[config.mk]
export PLATFORM = sky130hd
export DESIGN_NAME = cam_rgb565_capture
export DESIGN_NICKNAME = d
export VERILOG_FILES = /design/src/rtl/cam_rgb565_capture.sv
export SDC_FILE = /design/constraint.sdc
export NUM_CORES = 1
export LEC_CHECK = 0
export BUFFER_PORTS_ARGS = -buffer_cell sky130_fd_sc_hd__buf_4
export CAP_MARGIN = 10
export CORE_MARGIN = 1.5
export CORE_UTILIZATION = 61
export DETAILED_ROUTE_END_ITERATION = 7
export GPL_TIMING_DRIVEN = 0
export PLACE_DENSITY = 0.85
export SYNTH_ARGS = -nofsm -noshare
export SYNTH_HDL_FRONTEND = slang
export SYNTH_SLANG_ARGS = --single-unit
[constraint.sdc]
create_clock -name clk -period 3.15 [get_ports clk]
set_input_delay 0.315 -clock clk [delete_from_list [all_inputs] [get_ports clk]]
set_output_delay 0.315 -clock clk [all_outputs]
set_load 0.005 [all_outputs]
[src/rtl/cam_rgb565_capture.sv]
// cam_rgb565_capture
// Capture stage for an OV7670-style 8-bit camera bus. Byte pairs become
// RGB565 pixels, which are sent out as a we/wAddr/wData write stream for a
// frame buffer of IMG_WIDTH x IMG_HEIGHT pixels.
// Capture only begins on a clean frame boundary (a VSYNC falling edge).
// Pixels outside the buffer are clipped, and ovf_err records that this happened.
// Optional feature: define CAM_TESTPAT_EN to add a 'testpat' input. When it is
// set, the pixel data becomes a row/column gradient and cam_data is ignored.
module cam_rgb565_capture #(
  parameter int IMG_WIDTH  = 320,
  parameter int IMG_HEIGHT = 240,
  parameter int ADDR_W     = 17
) (
  input  logic              clk,
  input  logic              reset,
  input  logic              cap_en,
  input  logic              cam_vsync,
  input  logic              cam_href,
  input  logic [7:0]        cam_data,
`ifdef CAM_TESTPAT_EN
  input  logic              testpat,
`endif
  output logic              we_out,
  output logic [ADDR_W-1:0] wAddr_out,
  output logic [15:0]       wData_out,
  output logic              frame_done,
  output logic              busy,
  output logic              ovf_err
);

  // The counters can go one past the last valid index. This lets them
  // saturate at "out of range" and never wrap back into the buffer.
  localparam int COL_W = $clog2(IMG_WIDTH + 1);
  localparam int ROW_W = $clog2(IMG_HEIGHT + 1);
  localparam logic [COL_W-1:0]  COL_MAX  = COL_W'(IMG_WIDTH);
  localparam logic [ROW_W-1:0]  ROW_MAX  = ROW_W'(IMG_HEIGHT);
  localparam logic [ADDR_W-1:0] LINE_INC = ADDR_W'(IMG_WIDTH);

  typedef enum logic [1:0] {
    ST_IDLE,
    ST_WAIT_VS,
    ST_CAPTURE
  } state_t;

  state_t             state_q;
  logic               vsync_q;
  logic               href_q;
  logic               phase_q;
  logic [7:0]         hi_q;
  logic [COL_W-1:0]   col_q;
  logic [ROW_W-1:0]   row_q;
  logic [ADDR_W-1:0]  line_base_q;
  logic               we_q;
  logic [ADDR_W-1:0]  addr_q;
  logic [15:0]        data_q;
  logic               fd_q;
  logic               ovf_q;

  logic               vs_rise;
  logic               vs_fall;
  logic               href_fall;
  logic               in_range_d;
  logic [ADDR_W-1:0]  pix_addr_d;
  logic [15:0]        pix_data_d;

`ifdef CAM_TESTPAT_EN
  logic [15:0]        row_x;
  logic [15:0]        col_x;
`endif

  assign vs_rise   =  cam_vsync & ~vsync_q;
  assign vs_fall   = ~cam_vsync &  vsync_q;
  assign href_fall = ~cam_href  &  href_q;

  // Candidate pixel for the current cycle. The address is built from the
  // line base plus the column, so no multiplier is needed.
  always_comb begin
    // NOTE: every signal driven here gets a default first, so no latch can be inferred.
    in_range_d = (col_q < COL_MAX) && (row_q < ROW_MAX);
    pix_addr_d = line_base_q + ADDR_W'(col_q);
    pix_data_d = {hi_q, cam_data};
`ifdef CAM_TESTPAT_EN
    row_x = 16'(row_q);
    col_x = 16'(col_q);
    if (testpat) begin
      pix_data_d = {5'(row_x + col_x), 6'(row_x << 1), 5'(col_x + (col_x << 1))};
    end
`endif
  end

  // Frame FSM, byte pairing, counters and registered write-port outputs.
  always_ff @(posedge clk) begin
    // NOTE: sequential state uses non-blocking assignments only, so every branch sees pre-edge values.
    if (!reset) begin
      state_q     <= ST_IDLE;
      vsync_q     <= 1'b0;
      href_q      <= 1'b0;
      phase_q     <= 1'b0;
      hi_q        <= 8'h00;
      col_q       <= '0;
      row_q       <= '0;
      line_base_q <= '0;
      we_q        <= 1'b0;
      addr_q      <= '0;
      data_q      <= 16'h0000;
      fd_q        <= 1'b0;
      ovf_q       <= 1'b0;
    end else begin
      vsync_q <= cam_vsync;
      href_q  <= cam_href;
      we_q    <= 1'b0;
      fd_q    <= 1'b0;

      case (state_q)
        ST_IDLE: begin
          if (cap_en) state_q <= ST_WAIT_VS;
        end

        ST_WAIT_VS: begin
          if (!cap_en) begin
            state_q <= ST_IDLE;
          end else if (vs_fall) begin
            state_q     <= ST_CAPTURE;
            phase_q     <= 1'b0;
            col_q       <= '0;
            row_q       <= '0;
            line_base_q <= '0;
            ovf_q       <= 1'b0;
          end
        end

        ST_CAPTURE: begin
          if (vs_rise) begin
            // End of frame. A half-pixel that is still pending is dropped.
            fd_q    <= 1'b1;
            phase_q <= 1'b0;
            state_q <= cap_en ? ST_WAIT_VS : ST_IDLE;
          end else if (href_fall) begin
            // End of line. A pending unpaired high byte is discarded.
            phase_q <= 1'b0;
            col_q   <= '0;
            if (row_q < ROW_MAX) begin
              row_q       <= row_q + ROW_W'(1);
              line_base_q <= line_base_q + LINE_INC;
            end
          end else if (cam_href) begin
            if (!phase_q) begin
              hi_q    <= cam_data;
              phase_q <= 1'b1;
            end else begin
              phase_q <= 1'b0;
              if (in_range_d) begin
                we_q   <= 1'b1;
                addr_q <= pix_addr_d;
                data_q <= pix_data_d;
              end else begin
                ovf_q <= 1'b1;
              end
              if (col_q < COL_MAX) col_q <= col_q + COL_W'(1);
            end
          end
        end

        default: state_q <= ST_IDLE;
      endcase
    end
  end

  assign we_out     = we_q;
  assign wAddr_out  = addr_q;
  assign wData_out  = data_q;
  assign frame_done = fd_q;
  assign busy       = (state_q != ST_IDLE);
  assign ovf_err    = ovf_q;

endmodule

==> qor.csv <==
stage;metric;value;unit
run_status;status;completed;
power;power_density;441;mW/mm²
worst_setup_path;startpoint;col_q[7]$_SDFFE_PN0P_;
power;vdd_drop_max;0.000348;V
clock_tree;cts_hold_buffers;0;
timing;rsz0062_at_grt;no;
placed_design;dp_cells;489;
hold_path;min_path_type;in -> reg;
timing;finalHoldViolations;0;
worst_setup_path;cp_max_fo;8;
timing;tightest_slew;645;ps
global_route;gr-total-overflow;0;
layout;nets;449;
timing;tns;0;ps
worst_setup_path;critical_path_class;reg -> reg;
drt;dr.pass1.iters;4;
hold_path;hold_depth;2;
synthesis;synth_cell_type_count;47;
drt;vias_per_cell;5.52;
global_route;grt_max_degree;13;
floorplanning;die_w;77.3;µm
clock_tree;clock_latency;350;ps
layout;layout.cells.non_filler;505;
floorplanning;start_util;64.7;%
synthesis;yosysWarnings;0;
power;total_power;1.77;mW
drt;dr_total_vias;2788;
floorplanning;io_pins;50;
power;leakagePower;1.60;nW
timing;fin_crit_sh;57.4;%
synthesis;synth_seq_cells;77;
placed_design;port_buffers;49;
clock_tree;cts_max_level;3;
placed_design;place_congestion;0.801;
clock_tree;postCtsSetupBuffers;0;
worst_setup_path;rr_worst_depth;5;
synthesis;yosysSeqAreaShare;45.8;%
synthesis;ys_dominant_reg_cell;dfxtp_1;
floorplanning;die_h;77.3;µm
timing;min_period;1810;ps
hold_path;hold_start;cam_vsync;
clock_tree;cts_buffers;9;
timing;skew;13.8;ps
global_route;antenna_found_initial;0;
layout;mostFrequentLayoutCell;dfxtp_1;
worst_setup_path;critPathRequiredTime;3380;ps
clock_tree;cts_tree;built;
worst_setup_path;crit_path_end_kind;register;
drt;drtIter0Drc;122;
clock_tree;clk_path_buf_depth;2;
layout;diodes;0;
synthesis;avgSynthCellArea;9.10;µm²
worst_setup_path;critPathArrivalTime;2040;ps
floorplanning;num_rows;26;
global_route;track_usage;25.8;%
layout;fill_cells;394;
worst_setup_path;critPathLaunchType;register;
synthesis;synth_area;0.00337;mm²
timing;drv_slew;0;
layout;syn_to_final_growth;19.2;%
global_route;grt_pass1_wl;12000;µm
floorplanning;core;0.00520;mm²
timing;relSlewSlack;57.0;%
timing;final-setup-viol-count;0;
timing;fmax;0.553;GHz
layout;drive_gt1_share;23.7;%
global_route;grt_pass1_vias;2616;
clock_tree;cts_sinks;77;
clock_tree;clkSlewWorstSetupHoldPaths;80;ps
layout;final_cell_mix;dfxtp_1 (77), nand2_1 (57), buf_4 (52), nor2_1 (46), a21oi_1 (42);
worst_setup_path;reg2reg_from;col_q[7]$_SDFFE_PN0P_;
layout;post-route-util;77.1;%
drt;antenna_left;0;
clock_tree;cts-root-buf;clkbuf_8;
run;max_cap_violations;0;
synthesis;synthArstFlopShare;0;%
drt;wirelength;7290;µm
floorplanning;die-area;0.00597;mm²
placed_design;hpwl;5260;µm
drt;post-route-drc-count;0;
synthesis;synth-edff-count;0;
clock_tree;cts_resized;0;
synthesis;synth_cells;370;
synthesis;synthesis.nets;389;
drt;wl_per_cell;14.4;µm
## per-layer routing
layer  track usage [%]  wire (µm)
met5                 0          0
met4              12.2        125
met3              4.29        315
met1              31.5       3260
met2              44.1       3590
## through the flow
stage | hold slack (ps) | worst slack (ps) | instance area, µm²
after floorplan | 432 | 1630 | 3370
after global placement | 437 | 1410 | 3820
after detailed placement | 445 | 1380 | 3820
after CTS | 192 | 1370 | 4010
after global routing | 210 | 1230 | 4010
final | 190 | 1340 | 4010
## power by group
part / internal (mW) / switching, mW / leakage, nW
registers: 0.976 / 0.00300 / 0.621
logic: 0.0224 / 0.0339 / 0.876
clock network: 0.383 / 0.351 / 0.103
total: 1.38 / 0.388 / 1.60
## final timing paths
kind                               endpoint  slack (ps)
setup / recovery      col_q[8]$_SDFFE_PN0P_        1340
hold / removal           vsync_q$_SDFF_PN0_         190
setup reg to reg      col_q[8]$_SDFFE_PN0P_        1340
hold reg to reg   wData_out[8]$_SDFFE_PN0P_         450
## cells in the mapped netlist (all sizes together), types with 2 or more instances
cell type / n / area (µm²)
ha: 6 / 75.1
clkbuf: 5 / 18.8
nor3: 4 / 20.0
nand2b: 4 / 25.0
nand4: 4 / 31.3
nor4b: 3 / 32.5
o211a: 2 / 20.0
a31oi: 3 / 18.8
nand3: 14 / 82.6
buf: 12 / 80.1
and4: 2 / 17.5
and2: 2 / 12.5
a211oi: 10 / 120
a21oi: 43 / 226
a21o: 3 / 22.5
dfxtp: 77 / 1540
mux2i: 10 / 100
a31o: 2 / 17.5
xor2: 2 / 17.5
xnor2: 27 / 236
a2111oi: 2 / 30.0
inv: 3 / 11.3
nand2: 58 / 225
nor2: 47 / 184
and3: 4 / 30.0
o21ai: 11 / 55.1
## final cells by class
type / instances / area, µm² / share of cell area (%)
buffer: 17 / 98.8 / 2.46
multi-input combinational: 273 / 1710 / 42.7
clock inverter: 5 / 50.0 / 1.25
inverter: 3 / 11.3 / 0.281
tap: 70 / 87.6 / 2.18
clock buffer: 11 / 141 / 3.52
sequential: 77 / 1540 / 38.4
timing repair buffer: 49 / 368 / 9.17
## critical path: stages (launching register included)
cell and delay [ps]:
dfxtp_1 420, o21ai_1 190, a311oi_2 660, nor3b_1 160
a31oi_1 210, nor2_1 50
## registers in the layout, summed over array words and instances (netlist names)
signal,cells
hi_q,8
frame_done,1
line_base_q,11
phase_q,1
href_q,1
ovf_err,1
vsync_q,1
we_out,1
state_q,2
col_q,9
wData_out,16
row_q,8
wAddr_out,17
## kinds of logic (layout without fill, tap and decap cells)
family	after synthesis	count (layout)	share of synthesized area (%)
flops	77	77	45.8
simple gates	148	148	21.4
compound gates	80	80	16.8
fa+ha+maj	6	6	2.23
buf+inv	20	85	3.27
mux	10	10	2.97
xor+xnor	29	29	7.55
Note: power is estimated with default switching activity, not from simulation.
